## config.mk

```make
export PLATFORM = sky130hd
export DESIGN_NAME = ising_anneal_ctrl
export DESIGN_NICKNAME = d
export VERILOG_FILES = /design/src/rtl/ising_ctrl_pkg.sv /design/src/rtl/ising_phase_reader.sv /design/src/rtl/ising_anneal_ctrl.sv
export SDC_FILE = /design/constraint.sdc
export NUM_CORES = 1
export LEC_CHECK = 0
export ABC_AREA = 0
export CORE_AREA = 2 2 165 183
export DETAILED_ROUTE_END_ITERATION = 12
export DIE_AREA = 0 0 167 185
export MAX_ROUTING_LAYER = met4
export PLACE_DENSITY = 0.81
export SLEW_MARGIN = 20
export SYNTH_ARGS = -nofsm -noshare
export SYNTH_HDL_FRONTEND = slang
export SYNTH_SLANG_ARGS = --single-unit
export TNS_END_PERCENT = 10
```

## constraint.sdc

```tcl
create_clock -name clk -period 7.5 [get_ports clk]
set_clock_uncertainty 0.2 [all_clocks]
set_input_delay 1.125 -clock clk [delete_from_list [all_inputs] [get_ports clk]]
set_output_delay 1.125 -clock clk [all_outputs]
set_load 0.01 [all_outputs]
```

## src/rtl/ising_ctrl_pkg.sv

```systemverilog
// ---------------------------------------------------------------------------
// ising_ctrl_pkg
// Shared definitions for the Ising annealing sequencer: wrapper register
// address map, the phase register stride, the FSM state encodings of the
// sequencer and of the phase reader, and a saturating 32-bit add.
// No ports (package).
// ---------------------------------------------------------------------------
package ising_ctrl_pkg;

   localparam logic [31:0] ADDR_START      = 32'h0000_0500;
   localparam logic [31:0] ADDR_CTR_CUTOFF = 32'h0000_0600;
   localparam logic [31:0] ADDR_CTR_MAX    = 32'h0000_0700;
   localparam logic [31:0] ADDR_PHASE_BASE = 32'h0000_0800;
   localparam logic [31:0] PHASE_STRIDE    = 32'd4;

   typedef enum logic [3:0] {
      ST_IDLE,
      ST_WR_MAX,
      ST_WR_HOLD,
      ST_WR_CUT,
      ST_WR_GO,
      ST_DWELL,
      ST_READ,     // phase reader owns the bus (RD_REQ / RD_WAIT loop)
      ST_STEP,
      ST_WR_STOP,
      ST_DONE
   } state_e;

   typedef enum logic [1:0] {
      RS_IDLE,
      RS_REQ,
      RS_WAIT
   } rd_state_e;

   // Cutoff ramp must never wrap: clamp at all-ones.
   function automatic logic [31:0] sat_add32(input logic [31:0] a, input logic [31:0] b);
      logic [32:0] s;
      s = {1'b0, a} + {1'b0, b};
      return s[32] ? 32'hFFFF_FFFF : s[31:0];
   endfunction

endpackage

```

## src/rtl/ising_phase_reader.sv

```systemverilog
// ---------------------------------------------------------------------------
// ising_phase_reader
// Reads the N phase registers of the wrapper one bit at a time
// (RD_REQ: one-cycle arvalid pulse, RD_WAIT: rready until rvalid) and
// collects them in a shadow register.
// Optional feature macro: READ_TIMEOUT_EN -- bounds each RD_WAIT to TIMEOUT
// cycles and reports err_o instead of waiting forever.
// Ports:
//   clk, axi_rstn        clock, async active-low reset
//   start_i              begin a read sweep at bit 0
//   rvalid_i, rdata0_i   read response valid, phase bit (rdata[0])
//   arvalid_o, araddr_o  read request pulse and address
//   rready_o             read-response accept
//   done_o               last bit accepted this cycle (phase_o is complete)
//   err_o                read timeout this cycle (READ_TIMEOUT_EN only)
//   phase_o              shadow including the bit being accepted this cycle
// ---------------------------------------------------------------------------
module ising_phase_reader
   import ising_ctrl_pkg::*;
#(
   parameter int unsigned N       = 3,
   parameter int unsigned TIMEOUT = 16
)(
   input  logic          clk,
   input  logic          axi_rstn,
   input  logic          start_i,
   input  logic          rvalid_i,
   input  logic          rdata0_i,
   output logic          arvalid_o,
   output logic [31:0]   araddr_o,
   output logic          rready_o,
   output logic          done_o,
   output logic          err_o,
   output logic [N-1:0]  phase_o
);

   localparam int unsigned   BW       = (N > 1) ? $clog2(N) : 1;
   localparam logic [BW-1:0] LAST_BIT = BW'(N - 1);

   rd_state_e       st_q, st_d;
   logic [BW-1:0]   bit_q, bit_d;
   logic [N-1:0]    shadow_q, shadow_d;

`ifdef READ_TIMEOUT_EN
   localparam int unsigned   TW       = $clog2(TIMEOUT + 1);
   localparam logic [TW-1:0] TMO_LAST = TW'(TIMEOUT - 1);
   logic [TW-1:0]   tmo_q, tmo_d;
`endif

   always_ff @(posedge clk or negedge axi_rstn) begin
      if (!axi_rstn) begin
         st_q     <= RS_IDLE;
         bit_q    <= '0;
         shadow_q <= '0;
`ifdef READ_TIMEOUT_EN
         tmo_q    <= '0;
`endif
      end else begin
         st_q     <= st_d;
         bit_q    <= bit_d;
         shadow_q <= shadow_d;
`ifdef READ_TIMEOUT_EN
         tmo_q    <= tmo_d;
`endif
      end
   end

   always_comb begin
      st_d     = st_q;
      bit_d    = bit_q;
      shadow_d = shadow_q;
`ifdef READ_TIMEOUT_EN
      tmo_d    = tmo_q;
`endif
      case (st_q)
         RS_IDLE: begin
            if (start_i) begin
               st_d  = RS_REQ;
               bit_d = '0;
            end
         end
         RS_REQ: begin
            st_d = RS_WAIT;
`ifdef READ_TIMEOUT_EN
            tmo_d = '0;
`endif
         end
         RS_WAIT: begin
            if (rvalid_i) begin
               shadow_d[bit_q] = rdata0_i;
               if (bit_q == LAST_BIT) begin
                  st_d = RS_IDLE;
               end else begin
                  bit_d = bit_q + BW'(1);
                  st_d  = RS_REQ;
               end
            end else begin
`ifdef READ_TIMEOUT_EN
               if (err_o) st_d = RS_IDLE;
               else       tmo_d = tmo_q + TW'(1);
`endif
            end
         end
         default: st_d = RS_IDLE;
      endcase
   end

   always_comb begin
      arvalid_o = (st_q == RS_REQ);
      araddr_o  = arvalid_o ? (ADDR_PHASE_BASE + PHASE_STRIDE * 32'(bit_q)) : '0;
      rready_o  = (st_q == RS_WAIT);
      done_o    = rready_o && rvalid_i && (bit_q == LAST_BIT);
`ifdef READ_TIMEOUT_EN
      err_o     = rready_o && !rvalid_i && (tmo_q == TMO_LAST);
`else
      err_o     = 1'b0;
`endif
   end

   // The sequencer latches this on done_o, so the result only ever moves
   // by a whole step's worth of bits.
   assign phase_o = shadow_d;

endmodule

```

## src/rtl/ising_anneal_ctrl.sv

```systemverilog
// ---------------------------------------------------------------------------
// ising_anneal_ctrl
// Bus-master sequencer that walks the Ising machine wrapper through a
// multi-step annealing schedule: CTR_MAX once, then per step hold START=0,
// program a ramped CTR_CUTOFF, START=1, dwell, read back all N phases.
// Finishes with START=0.
// Optional feature macro: READ_TIMEOUT_EN (read-response timeout -> rd_err).
// Ports:
//   clk, axi_rstn                 clock, async active-low reset
//   go                            start request (IDLE only)
//   cfg_*                         schedule configuration, latched on go
//   busy, done, rd_err            status (done is a level until next go)
//   step_idx, phase_result        current step, phases of last full step
//   wready, wr_addr, wdata        one-cycle write strobe to the wrapper
//   arvalid_q, araddr_q, rready   read request / accept
//   rvalid, rdata                 read response (rdata[0] = phase)
// ---------------------------------------------------------------------------
module ising_anneal_ctrl
   import ising_ctrl_pkg::*;
#(
   parameter int unsigned N       = 3,
   parameter int unsigned DWELL_W = 32,
   parameter int unsigned STEP_W  = 16,
   parameter int unsigned TIMEOUT = 16
)(
   input  logic                clk,
   input  logic                axi_rstn,
   input  logic                go,
   input  logic [31:0]         cfg_counter_max,
   input  logic [31:0]         cfg_cutoff_start,
   input  logic [31:0]         cfg_cutoff_step,
   input  logic [STEP_W-1:0]   cfg_num_steps,
   input  logic [DWELL_W-1:0]  cfg_dwell,
   output logic                busy,
   output logic                done,
   output logic                rd_err,
   output logic [STEP_W-1:0]   step_idx,
   output logic [N-1:0]        phase_result,
   output logic                wready,
   output logic [31:0]         wr_addr,
   output logic [31:0]         wdata,
   output logic                arvalid_q,
   output logic [31:0]         araddr_q,
   output logic                rready,
   input  logic                rvalid,
   input  logic [31:0]         rdata
);

   state_e               state_q, state_d;
   logic [31:0]          ctr_max_q, ctr_max_d;
   logic [31:0]          cut_step_q, cut_step_d;
   logic [31:0]          cutoff_q, cutoff_d;
   logic [STEP_W-1:0]    num_steps_q, num_steps_d;
   logic [STEP_W-1:0]    step_q, step_d;
   logic [DWELL_W-1:0]   dwell_q, dwell_d;
   logic [DWELL_W-1:0]   dwell_cnt_q, dwell_cnt_d;
   logic                 done_q, done_d;
   logic                 rd_err_q, rd_err_d;
   logic [N-1:0]         phase_q, phase_d;

   logic                 rd_start, rd_done, rd_fail;
   logic [N-1:0]         rd_phase;
   logic                 unused_rdata;

   // Only the phase bit of a read response is meaningful.
   assign unused_rdata = ^rdata[31:1];

   ising_phase_reader #(
      .N       (N),
      .TIMEOUT (TIMEOUT)
   ) u_reader (
      .clk       (clk),
      .axi_rstn  (axi_rstn),
      .start_i   (rd_start),
      .rvalid_i  (rvalid),
      .rdata0_i  (rdata[0]),
      .arvalid_o (arvalid_q),
      .araddr_o  (araddr_q),
      .rready_o  (rready),
      .done_o    (rd_done),
      .err_o     (rd_fail),
      .phase_o   (rd_phase)
   );

   always_ff @(posedge clk or negedge axi_rstn) begin
      if (!axi_rstn) begin
         state_q     <= ST_IDLE;
         ctr_max_q   <= '0;
         cut_step_q  <= '0;
         cutoff_q    <= '0;
         num_steps_q <= '0;
         step_q      <= '0;
         dwell_q     <= '0;
         dwell_cnt_q <= '0;
         done_q      <= 1'b0;
         rd_err_q    <= 1'b0;
         phase_q     <= '0;
      end else begin
         state_q     <= state_d;
         ctr_max_q   <= ctr_max_d;
         cut_step_q  <= cut_step_d;
         cutoff_q    <= cutoff_d;
         num_steps_q <= num_steps_d;
         step_q      <= step_d;
         dwell_q     <= dwell_d;
         dwell_cnt_q <= dwell_cnt_d;
         done_q      <= done_d;
         rd_err_q    <= rd_err_d;
         phase_q     <= phase_d;
      end
   end

   always_comb begin
      state_d     = state_q;
      ctr_max_d   = ctr_max_q;
      cut_step_d  = cut_step_q;
      cutoff_d    = cutoff_q;
      num_steps_d = num_steps_q;
      step_d      = step_q;
      dwell_d     = dwell_q;
      dwell_cnt_d = dwell_cnt_q;
      done_d      = done_q;
      rd_err_d    = rd_err_q;
      phase_d     = phase_q;
      case (state_q)
         ST_IDLE: begin
            if (go) begin
               ctr_max_d   = cfg_counter_max;
               cut_step_d  = cfg_cutoff_step;
               cutoff_d    = cfg_cutoff_start;
               num_steps_d = cfg_num_steps;
               dwell_d     = cfg_dwell;
               step_d      = '0;
               rd_err_d    = 1'b0;
               // An empty schedule completes immediately with no bus traffic.
               if (cfg_num_steps == '0) begin
                  done_d  = 1'b1;
                  state_d = ST_DONE;
               end else begin
                  done_d  = 1'b0;
                  state_d = ST_WR_MAX;
               end
            end
         end
         ST_WR_MAX:  state_d = ST_WR_HOLD;
         ST_WR_HOLD: state_d = ST_WR_CUT;
         ST_WR_CUT:  state_d = ST_WR_GO;
         ST_WR_GO: begin
            // Counts down to zero inclusive, so load D-1; dwell 0 acts as 1.
            dwell_cnt_d = (dwell_q == '0) ? '0 : dwell_q - DWELL_W'(1);
            state_d     = ST_DWELL;
         end
         ST_DWELL: begin
            if (dwell_cnt_q == '0) state_d = ST_READ;
            else                   dwell_cnt_d = dwell_cnt_q - DWELL_W'(1);
         end
         ST_READ: begin
            if (rd_done) begin
               phase_d = rd_phase;
               state_d = ST_STEP;
            end else if (rd_fail) begin
               rd_err_d = 1'b1;
               state_d  = ST_WR_STOP;
            end
         end
         ST_STEP: begin
            // Widened compare so num_steps at full scale still terminates.
            if (({1'b0, step_q} + (STEP_W+1)'(1)) == {1'b0, num_steps_q}) begin
               state_d = ST_WR_STOP;
            end else begin
               step_d   = step_q + STEP_W'(1);
               cutoff_d = sat_add32(cutoff_q, cut_step_q);
               state_d  = ST_WR_HOLD;
            end
         end
         ST_WR_STOP: begin
            done_d  = 1'b1;
            state_d = ST_DONE;
         end
         ST_DONE: state_d = ST_IDLE;
         default: state_d = ST_IDLE;
      endcase
   end

   always_comb begin
      wready  = 1'b0;
      wr_addr = '0;
      wdata   = '0;
      case (state_q)
         ST_WR_MAX: begin
            wready  = 1'b1;
            wr_addr = ADDR_CTR_MAX;
            wdata   = ctr_max_q;
         end
         ST_WR_HOLD, ST_WR_STOP: begin
            wready  = 1'b1;
            wr_addr = ADDR_START;
            wdata   = 32'd0;
         end
         ST_WR_CUT: begin
            wready  = 1'b1;
            wr_addr = ADDR_CTR_CUTOFF;
            wdata   = cutoff_q;
         end
         ST_WR_GO: begin
            wready  = 1'b1;
            wr_addr = ADDR_START;
            wdata   = 32'd1;
         end
         default: ;
      endcase
      // Reader starts on the last dwell cycle so RD_REQ follows DWELL directly.
      rd_start = (state_q == ST_DWELL) && (dwell_cnt_q == '0);
      busy     = (state_q != ST_IDLE) && (state_q != ST_DONE);
   end

   assign done         = done_q;
   assign rd_err       = rd_err_q;
   assign step_idx     = step_q;
   assign phase_result = phase_q;

endmodule

```

==> impl_metrics.yaml <==
outcome:
  status: "finished clean"
hold_path:
  min_path_type: "reg2reg"
  hold_start: "ctr_max_q[23]"
  min_to: "ctr_max_q[23]"
  holdPathStages: 2
routing:
  first_pass_iters: 5
  drc_errors: 0
  ant_nets: 0
  routed_wl_mm: 36.4
  via_per_inst: 5.66
  drt_iter0_markers: 796
  post_drt_wl_per_cell_um: 17.3
  vias: 11900
timing:
  fin_tns_setup_ps: 0
  relSlewSlack_pct: 40.6
  maxSlewViolCount: 0
  grt_setup_unrepaired: "false"
  fmax_mhz: 232
  tightest_slew_ps: 888
  finalSetupViolCount: 0
  finalCritPeriodShare_pct: 57.5
  post-route-min-period_ps: 4310
  final_hold_viol_count: 0
floorplan:
  start_util_pct: 44.3
  dieWidth_um: 167
  die-area_um2: 30900
  num_rows: 66
  io_pins: 301
  fp.dieH_um: 185
  core_area_um2: 29200
synth:
  netlist_area_um2: 12900
  synth_cell_types: 75
  synthFlopType: "dfrtp_1"
  synth-seq-area-share_pct: 39.9
  synth_area_leader_cell: "dfrtp_1"
  netlist.area_leader.share_pct: 39.9
  synth_seq_cells: 206
  synth_warnings: 0
  synthTopCellsByArea: "dfrtp_1 (40%), nand2_1 (12%), a22o_1 (3.9%)"
  syn_avg_cell_area_um2: 8.30
  synthCells: 1556
  synth-edff-count: 0
  async_flop_share_pct: 100
global_routing:
  grt_max_degree: 100
  grt_pass1_vias: 11500
  grt_pass1_wl_mm: 58.2
  grt.total_usage_pct: 23.5
  grt_overflow: 0
  grt_antenna_before_repair: 4
cts:
  root_buffer: "clkbuf_16"
  ctsHoldBuffers: 0
  cts_sinks: 206
  postCtsSetupRepairBufs: 0
  ctsResizeCount: 0
  clkTransAtPathRegs_ps: 60
  cts_tree: "done"
  htree_levels: 1
  clk_path_buf_depth: 3
  clk_latency_ps: 530
  cts_made_buffers: 24
power:
  power_w: 0.00680
  power.density_nw_per_um2: 427
  leakagePower_nw: 7.18
  ir_worst_vdd_mv: 0.265
setup_path:
  r2r-end: "cutoff_q[21]"
  slowest_stage: "o31ai_1"
  reg2reg_from: "cutoff_q[0]"
  ff2ff_path_depth: 11
  critPathRequiredTime_ps: 6170
  start_kind: "flop"
  worstPathMaxFanout: 10
  arrival_ps: 2990
  cp_cell_sequence: "nor2b_1 -> nor3_1 -> o31ai_1 -> or2_2 -> clkdlybuf4s50_1"
  reg2reg_slack_ps: 3490
  critPathKind: "reg2out"
  slowest_delay_ps: 730
  end_kind: "output pin"
place:
  place_congestion: 0.918
  placed_cells: 2060
  dp_hpwl_mm: 25.8
  placement.io_buffers: 210
  place_area_um2: 15000
layout:
  final_common_cell: "nand2_1"
  fill_cells: 2639
  fin_area_um2: 15900
  area.growth.synth_to_final_pct: 23.2
  multi_input_area_um2: 7120
  drive_gt1_share_pct: 5.20
  nets: 1933
  regArea_um2: 5150
  finalNonFillerCells: 2109
  final_cell_mix: "nand2_1 (408), clkdlybuf4s50_1 (209), dfrtp_1 (206), o21ai_0 (92), a21oi_1 (65)"
flow_run:
  cap_viol_max_count: 0
[critical path, delay by kind of cell, from the launching register on]
family                 cells  cell delay, ps
buffers and inverters      1             540
DFF                        1             520
AOI/OAI and AO/OA          1             730
and+or+nand+nor            3             680
[logic make-up (layout without fill, tap and decap cells)]
| group | after synthesis | after routing | synth area share [%] |
|---|---|---|---|
| DFF | 206 | 206 | 39.9 |
| xor gates and xnor gates | 82 | 82 | 5.56 |
| buffers and inverters | 167 | 283 | 6.97 |
| AOI/OAI and AO/OA | 362 | 362 | 18.5 |
| muxes | 11 | 11 | 0.920 |
| other | 1 | 64 | 0.0290 |
| and+or+nand+nor | 687 | 687 | 24.1 |
| adders and majority gates | 40 | 40 | 3.93 |
[through the flow]
stage	util (%)	worst slack [ps]	hold slack, ps
floorplan	-	4210	246
global placement	51.5	3370	260
detailed placement	51.5	3280	263
CTS	54.5	3230	277
global route	54.6	3120	303
finish	54.6	3190	274
[cell usage after synthesis, types with 24 or more instances]
master and n:
ha_1 39, xnor2_1 47, nand2_1 408, buf_4 60, nor3_1 37, nor2_1 53, a21oi_1 65, o21ai_0 92
a22o_1 58, xor2_1 35, clkbuf_1 65, nand3_1 54, dfrtp_1 206, o22ai_1 34, or3_1 24
[routing by layer]
metal | vias up | wire (um) | share of wire (%) | GRT usage, %
met5 | - | 0 | 0 | -
met1 | 5778 | 15400 | 42 | 29.4
met4 | 0 | 1190 | 3.3 | 8.00
met3 | 84 | 2340 | 6.4 | 4.27
li1 | 5666 | - | - | -
met2 | 409 | 17500 | 48 | 38.8
[worst max-delay path by stage]
stage	slack (ps)	to	start
after floorplan	4210	cutoff_q[21]	cut_step_q[0]
after global placement	3370	cutoff_q[22]	go
after detailed placement	3280	cutoff_q[22]	go
after CTS	3230	wready	state_q[2]
after global routing	3120	wr_addr[10]	state_q[2]
final	3190	wready	state_q[2]
[sequential cells by signal (all words and copies together) (netlist names), 3 cells and up]
register and flops:
ctr_max_q 32, cut_step_q 32, cutoff_q 32, dwell_cnt_q 32, dwell_q 32, num_steps_q 16, step_idx 16, state_q 4
phase_result 3
[where the power goes]
part | total (W) | switching [W] | internal, W
sequential | 0.00209 | 0.000496 | 0.00159
clock | 0.00131 | 0.000487 | 0.000818
combinational | 0.00341 | 0.00193 | 0.00148
[layout make-up]
| type | count | share of cell area (%) |
|---|---|---|
| tap | 374 | 2.94 |
| clock buffer | 34 | 4.39 |
| timing repair buffer | 223 | 14.0 |
| inverter | 17 | 0.401 |
| antenna | 5 | 0.0786 |
| multi-input combinational | 1241 | 44.7 |
| sequential | 206 | 32.4 |
| clock inverter | 9 | 1.08 |
(Power assumes the default switching activity.)
==> edit 1: new RTL, same flow settings <==
Re-encode `rd_state_e` (3 states) as one-hot, 3 bits wide.
--- a/src/rtl/ising_ctrl_pkg.sv
+++ b/src/rtl/ising_ctrl_pkg.sv
@@ -26,10 +26,10 @@
       ST_DONE
    } state_e;
 
-   typedef enum logic [1:0] {
-      RS_IDLE,
-      RS_REQ,
-      RS_WAIT
+   typedef enum logic [2:0] {
+      RS_IDLE = 3'b001,
+      RS_REQ  = 3'b010,
+      RS_WAIT = 3'b100
    } rd_state_e;
 
    // Cutoff ramp must never wrap: clamp at all-ones.
Check against the original RTL: no difference found for any inputs over 10 cycles, from zero or initial values and one cycle with axi_rstn low; not proved beyond that.
==> edit 1 against the unedited design <==
Total power up 4.6%; non-clock buffer count increased by 1; worst setup slack improved by 0.064 ns; design area is 1.2% higher; critical path depth stayed put; sequential share of layout area shrank 0.22 points; routed wire length decreased by 1.5%; area after synthesis up 1.4%; via count is 6.2% lower; sequential cell count up 1; clock power down 8%; largest cell class unchanged; utilization increased by 0.66 points; combinational power up 10%.
==> edit 1: results (changes against the unedited design) <==
- Post-DP HPWL: 25800 um (about the same)
- CP peak stage delay: 0.57 ns (was 0.73 ns)
- Synth Area in XOR/XNOR: 4.88% (was 5.56%)
- Sequential power share: 30.4% (was 30.7%)
- Iter 0 DRT Violations: 781 (was 796)
- Metal-1 WL: 14200 um (was 15400 um)
- First-pass GRT wire length: 58000 um (was 58200 um)
- Nets: 1750 (was 1933)
- Flop-to-flop setup slack: 3.27 ns (was 3.49 ns)
- Met3 usage: 4.83% (was 4.27%)
- Met2 Usage GRT: 41.7% (was 38.8%)
- Cell count after synthesis: 1352 (was 1556)
- Total track usage: 23.6% (was 23.5%)
- Seq/Total Area, Yosys: 39.6% (was 39.9%)
- Vias in the first global route: 11.3k (was 11.5k)
- Layout cell share with drive strength beyond 1: 13.7% (was 5.20%)
- Adder-Cell Fraction of Synth Area: 3.88% (was 3.93%)
- Worst slew margin: 28.6% (was 40.6%)
- Initial antenna violation count: 0 (was 4)
- Hold path start: u_reader.shadow_q[1] (was ctr_max_q[23])
- Synth cell count leaders: dfrtp_1 (206), mux2_2 (123), o21ai_0 (123), nor2_1 (84), nand2_1 (81) (was nand2_1 (408), dfrtp_1 (206), o21ai_0 (92), a21oi_1 (65), clkbuf_1 (65))
- Worst setup startpoint: state_q[0] (was state_q[2])
- Status: finished clean (unchanged)
- Filler instances: 2576 (was 2639)
- Fraction of synthesized area in multiplexers: 11.3% (was 0.920%)
- Hold path depth: 1 (was 2)
- Crit path DAT: 2.92 ns (was 2.99 ns)
[edit 1: changes by cell type in the layout (fill, tap and decap cells not counted), sizes merged, moves of 10 or more]
cell / change
a22o: -11
a31oi: +10
mux2: +116
nand2: -327
nand3: -25
nor2: +31
nor2b: -11
nor4: +16
o21ai: +35
o31ai: +10
[edit 1: metrics by stage]
| stage | total power, uW | setup WS (ns) | cell area, um2 |
|---|---|---|---|
| 4_1_cts | 7120 | 3.25 | 16100 |
| 6_report | 7110 | 3.25 | 16100 |
| 2_1_floorplan | 4760 | 4.31 | 13300 |
| 5_1_grt | 7650 | 3.09 | 16100 |
| 3_5_place_dp | 5870 | 3.36 | 15300 |
| 3_3_place_gp | 5750 | 3.35 | 15300 |
[edit 1: layout make-up]
type	count	area, um2	share of cell area (%)
multi-input combinational	1054	7370	45.7
inverter	19	71.3	0.443
clock buffer	36	687	4.26
timing repair buffer	224	2210	13.7
tap	374	468	2.91
sequential	207	5180	32.2
clock inverter	8	121	0.753
==> edit 2: new RTL, config.mk and constraints unchanged <==
Without the edit above. Change the parameter `STEP_W` from 16 to 18.
--- a/src/rtl/ising_anneal_ctrl.sv
+++ b/src/rtl/ising_anneal_ctrl.sv
@@ -20,7 +20,7 @@
 #(
    parameter int unsigned N       = 3,
    parameter int unsigned DWELL_W = 32,
-   parameter int unsigned STEP_W  = 16,
+   parameter int unsigned STEP_W  = 18,
    parameter int unsigned TIMEOUT = 16
 )(
    input  logic                clk,
Interface: changed (resized cfg_num_steps and step_idx); port bits go from 301 to 305. The function was not compared with the original's and may differ.
==> edit 2 against the unedited design <==
Total power down 1.1%; sequential cell count up 4; final cell count grew 3.5%; routed wire length increased by 6.6%; largest cell class unchanged; count of clock-buffer cells in the layout did not move; worst hold slack improved by 0.0021 ns; worst setup slack improved by 0.089 ns; area after synthesis is 2.9% higher; critical path depth is 5 higher; synthesized cell count increased by 4.6%; design area rose by 2.4%; sequential share of layout area fell by 0.15 points; via count increased by 3.9%.
==> edit 2: results (changes against the unedited design) <==
- Flop-to-flop setup slack: 3.28 ns (was 3.49 ns)
- Port bufs: 214 (was 210)
- Hold path start: ctr_max_q[6] (was ctr_max_q[23])
- Crit path DAT: 4.42 ns (was 2.99 ns)
- Post-synth cell types: 72 (was 75)
- DP Area: 15400 um2 (was 15000 um2)
- Met2 wire len: 19100 um (was 17500 um)
- Synth cell count leaders: nand2_1 (433), dfrtp_1 (210), o21ai_0 (108), nor2_1 (79), clkbuf_1 (71) (was nand2_1 (408), dfrtp_1 (206), o21ai_0 (92), a21oi_1 (65), clkbuf_1 (65))
- Power Total: 6730 uW (was 6800 uW)
- Hold WS: 0.276 ns (was 0.274 ns)
- Avg Cell Area, Syn: 8.17 um2 (was 8.30 um2)
- Seq/Total Area, Yosys: 39.5% (was 39.9%)
- CP peak stage delay: 0.71 ns (was 0.73 ns)
- Met3 usage: 4.74% (was 4.27%)
- Clk network pwr share: 18.0% (was 19.2%)
- Num CTS Buffers: 25 (was 24)
- Net Sw Power: 2960 uW (was 2910 uW)
- Nets: 2012 (was 1933)
- Post-DP HPWL: 27500 um (was 25800 um)
- Vias in the first global route: 12.2k (was 11.5k)
- R2R cell count: 10 (was 11)
- First-pass GRT wire length: 62000 um (was 58200 um)
- Area delta synth->final: 22.6% (was 23.2%)
- Initial antenna violation count: 2 (was 4)
- Synth top area cells: dfrtp_1 (40%), nand2_1 (12%), o21ai_0 (4.1%), a22o_1 (3.8%), ha_1 (3.7%) (was dfrtp_1 (40%), nand2_1 (12%), a22o_1 (3.9%), ha_1 (3.8%), o21ai_0 (3.6%))
- Cell family with most CP delay: simple AND/OR/NAND/NOR gates (was compound AO/OA/AOI/OAI gates)
- Critical R2R Launch: step_idx[4] (was cutoff_q[0])
- Status: finished clean (unchanged)
- Largest net degree at the start of global routing: 88 (was 100)
- Filler instances: 2632 (was 2639)
- Layout cell share with drive strength beyond 1: 5.48% (was 5.20%)
- Crit-path slowest cell: or4_1 (was o31ai_1)
- Met1 Resource Use GR: 30.1% (was 29.4%)
- Metal-1 WL: 15800 um (was 15400 um)
- Post-DR vias/cell: 5.68 (was 5.66)
- Synth warn: 0 (unchanged)
- Iter 0 DRT Violations: 904 (was 796)
- Met2 Usage GRT: 43.3% (was 38.8%)
- Total track usage: 25.3% (was 23.5%)
- Placed cells: 2135 (was 2060)
- Met3 WL: 2690 um (was 2340 um)
- Worst slew margin: 40.6% (about the same)
- Non-filler cells, final: 2183 (was 2109)
- VDD IR-drop max: 0.000266 V (was 0.000265 V)
- Pleak: 0.00726 uW (was 0.00718 uW)
- Placer Congestion: 0.912 (was 0.918)
- Routed WL: 38800 um (was 36400 um)
[edit 2: cell count changes after synthesis, sizes merged, moves of 7 or more]
cell	change
a31oi	-7
xor2	-11
nor2	+25
nor4	+11
o22ai	+9
or3	-12
o21ai	+17
or2	-8
nand2	+24
[edit 2: cells by family (layout without fill, tap and decap cells)]
| kind of cell | after synthesis | in the layout | synth area share, % |
|---|---|---|---|
| fa+ha+maj | 40 | 40 | 3.82 |
| xor+xnor | 74 | 74 | 4.87 |
| compound gates | 380 | 380 | 19.0 |
| mux | 17 | 17 | 1.40 |
| other cells | 1 | 61 | 0.0282 |
| flops | 210 | 210 | 39.5 |
| buf+inv | 177 | 298 | 7.02 |
| simple gates | 729 | 729 | 24.3 |
[edit 2: final cells by class]
type                    instances  share of cell area (%)
repair buffers                231                    14.1
diodes                          2                  0.0307
clock inverters                10                   0.514
clock buffers                  34                    4.47
well taps                     374                    2.87
inverters                      23                   0.530
flip-flops and latches        210                    32.2
multi-input cells            1299                    45.3
